--- config.mk ---
export PLATFORM = sky130hd
export DESIGN_NAME = controle_multiciclo
export DESIGN_NICKNAME = d
export VERILOG_FILES = /design/src/rtl/controle_pkg.sv /design/src/rtl/controle_clear_cnt.sv /design/src/rtl/controle_multiciclo.sv
export SDC_FILE = /design/constraint.sdc
export NUM_CORES = 1
export LEC_CHECK = 0
export BUFFER_PORTS_ARGS = -buffer_cell sky130_fd_sc_hd__buf_2
export CAP_MARGIN = 0
export CELL_PAD_IN_SITES_DETAIL_PLACEMENT = 0
export CELL_PAD_IN_SITES_GLOBAL_PLACEMENT = 1
export CORE_ASPECT_RATIO = 1.4
export CORE_MARGIN = 10
export CORE_UTILIZATION = 41
export DETAILED_ROUTE_END_ITERATION = 8
export PLACE_DENSITY = 0.9
export SLEW_MARGIN = 20
export SYNTH_ARGS = -nofsm -noshare
export SYNTH_HDL_FRONTEND = slang
export SYNTH_HIERARCHICAL = 1
export SYNTH_SLANG_ARGS = --single-unit
--- constraint.sdc ---
create_clock -name Clock -period 4.5 [get_ports Clock]
set_input_delay 0.675 -clock Clock [delete_from_list [all_inputs] [get_ports Clock]]
set_output_delay 0.675 -clock Clock [all_outputs]
set_load 0.01 [all_outputs]
--- src/rtl/controle_pkg.sv ---
// Shared definitions for the multi-cycle control block: opcodes, ALU codes, states, control bundle.
// Latency: none (types and a pure decode function only).
// Backpressure: not applicable.
package controle_pkg;

   // Opcodes after reduction to 3 bits. Any opcode with nonzero upper bits is mapped to OP_HALT.
   localparam logic [2:0] OP_ADD   = 3'b000;
   localparam logic [2:0] OP_SUB   = 3'b001;
   localparam logic [2:0] OP_DIV   = 3'b010;
   localparam logic [2:0] OP_MUL   = 3'b011;
   localparam logic [2:0] OP_CLEAR = 3'b100;
   localparam logic [2:0] OP_HALT  = 3'b101;
   localparam logic [2:0] OP_READ  = 3'b110;
   localparam logic [2:0] OP_WRITE = 3'b111;

   // One-hot ALU operation selects.
   localparam logic [3:0] ALU_ADD = 4'b1000;
   localparam logic [3:0] ALU_SUB = 4'b0100;
   localparam logic [3:0] ALU_MUL = 4'b0010;
   localparam logic [3:0] ALU_DIV = 4'b0001;

   typedef enum logic [2:0] {
      IDLE,
      ALU,
      START,
      WAIT_ALU,
      MEM,
      CLEAR,
      HALT
   } state_t;

   // Moore part of the outputs. RegEsc is absent because it depends on the current-cycle acks.
   typedef struct packed {
      logic       instr_ready;
      logic [3:0] alu_code;
      logic       alu_start;
      logic       memtoreg;
      logic       memen;
      logic       memop;
      logic       fonte;
      logic       stop;
      logic       clear;
   } ctl_t;

   // Moore decode of a state plus the latched opcode.
   function automatic ctl_t decode(input state_t s, input logic [2:0] op);
      ctl_t c;
      c = '0;
      case (s)
         IDLE:  c.instr_ready = 1'b1;
         ALU:   c.alu_code    = (op == OP_SUB) ? ALU_SUB : ALU_ADD;
         START: begin
            c.alu_code  = (op == OP_DIV) ? ALU_DIV : ALU_MUL;
            c.alu_start = 1'b1;
         end
         WAIT_ALU: c.alu_code = (op == OP_DIV) ? ALU_DIV : ALU_MUL;
         MEM: begin
            c.memen    = 1'b1;
            c.memop    = (op == OP_WRITE);
            c.memtoreg = (op == OP_READ);
            c.fonte    = (op == OP_READ);
         end
         CLEAR: begin
            c.memen = 1'b1;
            c.clear = 1'b1;
         end
         HALT:    c.stop = 1'b1;
         default: c = '0;
      endcase
      return c;
   endfunction

endpackage

--- src/rtl/controle_clear_cnt.sv ---
// Address counter for the memory clear sweep, with terminal-count flag at MEM_DEPTH-1.
// Latency: address advances one edge after an accepted ack; last is combinational from the count.
// Backpressure: advances only on inc; clr restarts the sweep at 0.
module controle_clear_cnt #(
   parameter int MEM_DEPTH = 16,
   parameter int ADDR_W    = 4
) (
   input  logic              clk,
   input  logic              rst_n,
   input  logic              inc,
   input  logic              clr,
   output logic [ADDR_W-1:0] addr,
   output logic              last
);

   assign last = (addr == ADDR_W'(MEM_DEPTH - 1));

   // Count acks; the terminal ack returns to 0 so the sweep never runs past the last word.
   always_ff @(posedge clk) begin
      if (!rst_n || clr) begin
         addr <= '0;
      end else if (inc) begin
         addr <= last ? '0 : addr + ADDR_W'(1);
      end
   end

endmodule

--- src/rtl/controle_multiciclo.sv ---
// Multi-cycle control sequencer: one instruction per handshake, waits on ALU done / memory ack.
// Latency: ALU ops 1 cycle, mul/div 2+ cycles, memory ops until MemAck, clear MEM_DEPTH acks.
// Backpressure: InstrReady only in IDLE; optional CONTROLE_MEM_TIMEOUT_EN adds a memory ack timeout.
module controle_multiciclo
   import controle_pkg::*;
#(
   parameter int OPCODE_W       = 3,
   parameter int ALU_W          = 4,
   parameter int MEM_DEPTH      = 16,
   parameter int ADDR_W         = 4,
   parameter int TIMEOUT_CYCLES = 64
) (
   input  logic                Clock,
   input  logic                Reset_n,
   input  logic                InstrValid,
   output logic                InstrReady,
   input  logic [OPCODE_W-1:0] OpCode,
   input  logic                AluDone,
   input  logic                MemAck,
   input  logic                Resume,
   output logic [ALU_W-1:0]    ALUCode,
   output logic                AluStart,
   output logic                MemtoReg,
   output logic                MemEn,
   output logic                MemOp,
   output logic                FonteEscrita,
   output logic                RegEsc,
   output logic                Stop,
   output logic                Clear,
   output logic [ADDR_W-1:0]   ClearAddr,
   output logic                Busy,
   output logic                MemErr
);

   state_t            state;
   state_t            nxt_state;
   logic [2:0]        op_q;
   logic [2:0]        nxt_op;
   logic [2:0]        op_in;
   logic              upper_nz;
   logic              hs;
   logic              tmo_hit;
   logic              clr_last;
   logic [ADDR_W-1:0] clr_addr;
   ctl_t              ctl_q;

   if (TIMEOUT_CYCLES < 1 || MEM_DEPTH < 1 || (2 ** ADDR_W) < MEM_DEPTH) begin : g_bad_params
      $error("controle_multiciclo: invalid TIMEOUT_CYCLES / MEM_DEPTH / ADDR_W");
   end

   // Opcodes wider than 3 bits with any upper bit set behave as halt.
   if (OPCODE_W > 3) begin : g_upper
      assign upper_nz = |OpCode[OPCODE_W-1:3];
   end else begin : g_no_upper
      assign upper_nz = 1'b0;
   end

   assign op_in = upper_nz ? OP_HALT : OpCode[2:0];
   assign hs    = InstrValid && (state == IDLE);

   // Next-state selection; acks outside their wait states fall through untouched.
   always_comb begin
      nxt_state = state;
      nxt_op    = op_q;
      case (state)
         IDLE: begin
            if (InstrValid) begin
               nxt_op = op_in;
               case (op_in)
                  OP_ADD, OP_SUB:   nxt_state = ALU;
                  OP_MUL, OP_DIV:   nxt_state = START;
                  OP_READ, OP_WRITE: nxt_state = MEM;
                  OP_CLEAR:         nxt_state = CLEAR;
                  default:          nxt_state = HALT;
               endcase
            end
         end
         ALU:      nxt_state = IDLE;
         START:    nxt_state = WAIT_ALU;
         WAIT_ALU: if (AluDone) nxt_state = IDLE;
         MEM: begin
            if (MemAck)       nxt_state = IDLE;
            else if (tmo_hit) nxt_state = HALT;
         end
         CLEAR: begin
            if (MemAck && clr_last) nxt_state = IDLE;
            else if (tmo_hit)       nxt_state = HALT;
         end
         HALT:    if (Resume) nxt_state = IDLE;
         default: nxt_state = IDLE;
      endcase
   end

   // State, latched opcode and the registered Moore output bundle; reset aborts any operation.
   always_ff @(posedge Clock) begin
      if (!Reset_n) begin
         state <= IDLE;
         op_q  <= OP_ADD;
         ctl_q <= decode(IDLE, OP_ADD);
      end else begin
         state <= nxt_state;
         op_q  <= nxt_op;
         ctl_q <= decode(nxt_state, nxt_op);
      end
   end

   controle_clear_cnt #(
      .MEM_DEPTH (MEM_DEPTH),
      .ADDR_W    (ADDR_W)
   ) u_clear_cnt (
      .clk   (Clock),
      .rst_n (Reset_n),
      .inc   ((state == CLEAR) && MemAck),
      .clr   (hs),
      .addr  (clr_addr),
      .last  (clr_last)
   );

`ifdef CONTROLE_MEM_TIMEOUT_EN
   localparam int TMO_W = $clog2(TIMEOUT_CYCLES + 1);

   logic [TMO_W-1:0] tmo_cnt;
   logic             in_mem;

   assign in_mem  = (state == MEM) || (state == CLEAR);
   assign tmo_hit = in_mem && !MemAck && (tmo_cnt == TMO_W'(TIMEOUT_CYCLES - 1));
   assign MemErr  = Reset_n && tmo_hit;

   // Cycles spent waiting for an ack; any ack, leaving the memory states or a timeout restarts it.
   always_ff @(posedge Clock) begin
      if (!Reset_n) begin
         tmo_cnt <= '0;
      end else if (!in_mem || MemAck || tmo_hit) begin
         tmo_cnt <= '0;
      end else begin
         tmo_cnt <= tmo_cnt + TMO_W'(1);
      end
   end
`else
   assign tmo_hit = 1'b0;
   assign MemErr  = 1'b0;
`endif

   // Everything is forced low while reset is asserted, including InstrReady.
   assign InstrReady   = Reset_n && ctl_q.instr_ready;
   assign ALUCode      = Reset_n ? ALU_W'(ctl_q.alu_code) : '0;
   assign AluStart     = Reset_n && ctl_q.alu_start;
   assign MemtoReg     = Reset_n && ctl_q.memtoreg;
   assign MemEn        = Reset_n && ctl_q.memen;
   assign MemOp        = Reset_n && ctl_q.memop;
   assign FonteEscrita = Reset_n && ctl_q.fonte;
   assign Stop         = Reset_n && ctl_q.stop;
   assign Clear        = Reset_n && ctl_q.clear;
   assign ClearAddr    = Reset_n ? clr_addr : '0;
   assign Busy         = Reset_n && (state != IDLE);
   assign RegEsc       = Reset_n && ((state == ALU) ||
                                     ((state == WAIT_ALU) && AluDone) ||
                                     ((state == MEM) && (op_q == OP_READ) && MemAck));

endmodule

; Word-level counts from Yosys, hierarchy flattened
; Cells that the tools add are included.
[totals]
in_bits = 9
wordCells = 85
reg_bits = 21
[op_classes]
mux = 20
n_eq_ne = 24
n_reduce_logical = 29
addsub = 1
[op_table]
columns = cell, count
row1 = == test 3 bit (second input constant), 12
row2 = == test 3 x 2 -> 1 bit (second input constant), 7
row3 = 2-to-1 mux 3 bit, 7
row4 = case mux 3 bit (6 select lines), 1
row5 = 2-to-1 mux 4 bit, 4
row6 = logical AND 1 bit, 15
row7 = == test 3 x 1 -> 1 bit (second input constant), 4
row8 = case mux 3 bit (4 select lines), 1
row9 = OR reduction 2 bit, 5
row10 = zero test 3 bit, 3
row11 = case mux 4 bit (2 select lines), 1
row12 = 2-to-1 mux 1 bit, 5
row13 = adder 4 x 1 -> 4 bit (second input constant), 1
row14 = == test 4 bit (second input constant), 1
row15 = logical OR 1 bit, 3
row16 = nonzero test 3 bit, 1
row17 = 2-to-1 mux 2 bit, 1
row18 = AND reduction 2 bit, 1
row19 = zero test 1 bit, 1

; Logic depth before layout (Yosys ltp)
[logic_depth]
ltp_word = 8
ltp_mapped = 7
ltp_nobuf = 6

; Hierarchy
; Netlist, hierarchy kept.
[by_module_without_submodules]
columns = mod, area_per_inst_um2, n_inst, cells_each
row1 = controle_multiciclo, 903.4, 1, 100
row2 = controle_clear_cnt, 193.9, 1, 18

; Worst setup path after synthesis
; OpenSTA, ideal clock, no wires.
[synth_timing]
kind = input-to-reg
from = input port InstrValid
to = register ctl_q[7] in the netlist's numbering
cell_stages = 4
setup_slack_ns = 2.547
setup_ns = 0.061
arrival_time_ns = 1.892
path_cell_list = nor4b_4 mux2_2 nor3b_2 and4bb_1
[synth_between]
elab_chain_cells = 5
elab_cells_between_ends = 11
cone_classes = eq/ne (4) / mux (6) / reduce/logical (1)
[synth_rtl]
columns = item, line_no
row1 = "start, declared", controle_multiciclo.sv:15  ; input logic InstrValid,
row2 = 2-to-1 mux 3 bit, controle_multiciclo.sv:67  ; if (InstrValid) begin
row3 = case mux 3 bit (6 select lines) or 2-to-1 mux 3 bit (tied branches), controle_multiciclo.sv:65  ; case (state)
row4 = "== test 3 x 2 -> 1 bit, on equally long branches", "controle_pkg.sv:49, controle_pkg.sv:53, controle_pkg.sv:56"
row5 = OR reduction 2 bit (no source line) or 2-to-1 mux 2 bit (tied branches), n/a
row6 = case mux 4 bit (2 select lines) (*), controle_pkg.sv:49  ; case (s)
row7 = "end signal, assigned", controle_multiciclo.sv:99  ; ctl_q <= decode(IDLE, OP_ADD);
row8 = "end signal, assigned", controle_multiciclo.sv:103  ; ctl_q <= decode(nxt_state, nxt_op);
row9 = "end, declared", controle_multiciclo.sv:45  ; ctl_t ctl_q;
; Mark *: on every way between the ends. The rest lies on a longest branch, timed or not.
; A chain may end at the register's enable or synchronous reset.

; Final worst setup path
[layout_timing]
from = input port Reset_n
to = output port RegEsc
[layout_between]
elab_chain_cells = 1
[layout_rtl]
columns = item, line_no
row1 = "start, declared", controle_multiciclo.sv:14  ; input logic Reset_n,
row2 = logical AND 1 bit, controle_multiciclo.sv:156  ; assign RegEsc = Reset_n && ((state == ALU) ||
row3 = "end, declared", controle_multiciclo.sv:27  ; output logic RegEsc,
; Every way passes these cells.

==> flow_summary_export.csv <==
group,metric,value,unit
detailed_routing,via_per_inst,4.983,
sta,final.setup.worst_slack,2.327,ns
sta,hold_viol_final,0,
clock_network,clkSlewWorstSetupHoldPaths,0.13,ns
power,peakVddDrop,136.2,µV
global_route,grt_first_pass_wirelength,3.967,mm
synth,syn_avg_cell_area,9.299,µm²
worst_setup_path,path_cells,"buf_2 -> inv_1 -> a21oi_1 -> buf_2",
global_route,grt_overflow,0,
synth,synthDistinctLibCells,39,
floorplan,rows,22,
synth,yosysWarnings,6,
detailed_routing,vias,877,
placed_design,pre_cts_ws,2.144,ns
final_layout,syn_to_final_growth,14.03,%
final_layout,fin_nets,151,
detailed_routing,ant_nets,0,
worst_setup_path,r2r-start,"state[0]",
clock_network,cts_buffer_depth,2,
worst_setup_path,cp_max_fo,24,
synth,synthFlopType,"dfxtp_1",
power,p_per_area,296.4,nW/µm²
worst_setup_path,r2r_setup_slack,2.38,ns
synth,syn_nets,128,
sta,setup-tns-final,0,ns
clock_network,cts_max_level,1,
final_layout,drive_gt1_share,29.29,%
job,cap_violations,0,
floorplan,start_util,42.41,%
clock_network,clk_latency,0.31,ns
clock_network,clkSinkCount,21,
synth,async_flop_share,0,%
floorplan,fp.dieArea,5175,µm²
clock_network,tritoncts,"done",
sta,setup_viol,0,
power,leakagePower,0.5851,nW
sta,drv_slew,0,
global_route,first_global_vias,897,
clock_network,cts_made_buffers,3,
worst_setup_path,max_stage_delay,0.30,ns
synth,ys_ff_latch,21,
clock_network,cts_root_buffer,"clkbuf_4",
final_layout,fillers,277,
worst_setup_path,cp-startpoint,"Reset_n",
sta,fin_worst_skew,0.01111,ns
clock_network,cts_resized,0,
sta,rsz0062_at_grt,"false",
clock_network,post_cts_buffers,0,
worst_setup_path,startpoint_type,"primary input",
global_route,grt_use_total,9.360,%
global_route,antenna_found_initial,0,
floorplan,die_h,81.21,µm
placed_design,port_buffers,26,
synth,synth_edf_count,0,
synth,netlist_area,1097,µm²
floorplan,core-area,2587,µm²
floorplan,die_x,63.72,µm
detailed_routing,drtIter0Drc,19,
detailed_routing,drt-wirelength-per-cell,13.07,µm
worst_setup_path,cp-endpoint,"RegEsc",
detailed_routing,routed_wl,2.301,mm
worst_setup_path,cpMaxStageDelayCell,"buf_2",
sta,worstMarginPinSlew,0.6422,ns
synth,syn_inst,118,
sta,slew_headroom,56.90,%
final_layout,n_antenna_cell,0,
worst_setup_path,reg2reg_depth,4,
worst_setup_path,cp.arrival,1.50,ns
worst_setup_path,endpoint_kind,"primary output",
floorplan,pin_count,28,
sta,clock.fmax,460.1,MHz
worst_setup_path,timing.rr.end,"ctl_q[6]",
placed_design,dpl.hpwl,1.837,mm
detailed_routing,post-route-drc-count,0,
synth,ys_seq_area_share,38.31,%
worst_setup_path,crit_top_cell,"buf_2",
sta,min_period,2.173,ns
global_route,grt_max_degree,25,
worst_hold_path,min_path_type,"flop to flop",
placed_design,gp_congestion,0.8790,
sta,period_share,48.30,%
worst_setup_path,critPathKind,"primary input to primary output",
clock_network,hold_buffers,0,
detailed_routing,drt_pass1_iterations,4,
status,status,"finished clean",
worst_setup_path,critPathRequiredTime,3.83,ns
## cells in the mapped netlist, types with 3 or more instances
library cell  instances  area share (%)
buf_4                 3             2.1
dfxtp_1              21              38
nor2_1                7             2.4
inv_1                 5             1.7
nand3_1               3             1.4
and2_1               20              11
o21ai_0               3             1.4
a21oi_1               4             1.8
nand2_1               5             1.7
nor2b_1               4             2.3
mux2i_1               4             3.6
## flip-flops by register name, summed over array words and instances (netlist names)
register	flops
ctl_q	11
op_q	3
state	3
u_clear_cnt/addr	4
## power by group
part	total (mW)	switching, mW	internal (mW)
Clock	0.0943	0.0604	0.0339
Sequential	0.203	0.00789	0.195
Combinational	0.0733	0.0395	0.0338
## stage by stage
stage | util [%] | area, µm² | hold WS [ns] | power, mW | cells
5_1_grt | 48.36 | 1251 | 0.6067 | 0.3893 | 176
6_report | 48.36 | 1251 | 0.5630 | 0.3709 | 176
4_1_cts | 48.36 | 1251 | 0.5646 | 0.3740 | 176
3_3_place_gp | 47.20 | 1221 | 0.5435 | 0.2788 | 172
3_5_place_dp | 47.20 | 1221 | 0.5443 | 0.2815 | 172
2_1_floorplan | - | 1097 | 0.5109 | 0.2651 | 118
## worst min-delay path by stage
stage	from	end	slack (ns)	cells after the start
global placement	u_clear_cnt/addr[3]	u_clear_cnt/addr[3]	0.54	2
floorplan	u_clear_cnt/addr[3]	u_clear_cnt/addr[3]	0.51	2
finish	u_clear_cnt/addr[1]	u_clear_cnt/addr[1]	0.56	2
detailed placement	u_clear_cnt/addr[1]	u_clear_cnt/addr[1]	0.54	2
CTS	u_clear_cnt/addr[1]	u_clear_cnt/addr[1]	0.56	2
global route	u_clear_cnt/addr[1]	u_clear_cnt/addr[1]	0.61	2
## placed cells by master (no fill, tap or decap), types with 4 or more instances in the layout
cell     netlist  routed
nor2b_1        4       4
and2_1        20      20
inv_1          5       5
a21oi_1        4       4
nor2_1         7       7
dfxtp_1       21      21
mux2i_1        4       4
nand2_1        5       5
buf_2          2      26
## critical path: cells and delay by family
kind            cells  cell delay, ns
compound gates      1            0.15
buf+inv             3            0.67
## layout make-up
cell class,count,area [µm²],area share [%]
sequential,21,420.4,33.60
tap,36,45.04,3.600
clock buffer,3,22.52,1.800
clock inverter,1,7.507,0.6000
timing repair buffer,26,130.1,10.40
multi-input combinational,84,606.8,48.50
inverter,5,18.77,1.500
## routing by layer
metal  track usage (%)  part of all wire, %  up-vias
li1                  -                    -      441
met1             9.299                   40      410
met2             16.63                   53       19
met3             3.444                  5.1        7
met4             5.263                  2.1        0
met5                 0                    0        -
## kinds of logic (layout without fill, tap and decap cells)
kind of cell / after synthesis / in the layout / synth area share, %
buf+inv: 13 / 35 / 6.386
compound gates: 13 / 13 / 7.526
simple gates: 59 / 59 / 36.49
mux: 7 / 7 / 7.412
xor+xnor: 3 / 3 / 2.395
flops: 21 / 21 / 38.31
fa+ha+maj: 1 / 1 / 1.140
other cells: 1 / 1 / 0.3417
Power figures use the tool's default switching activity.
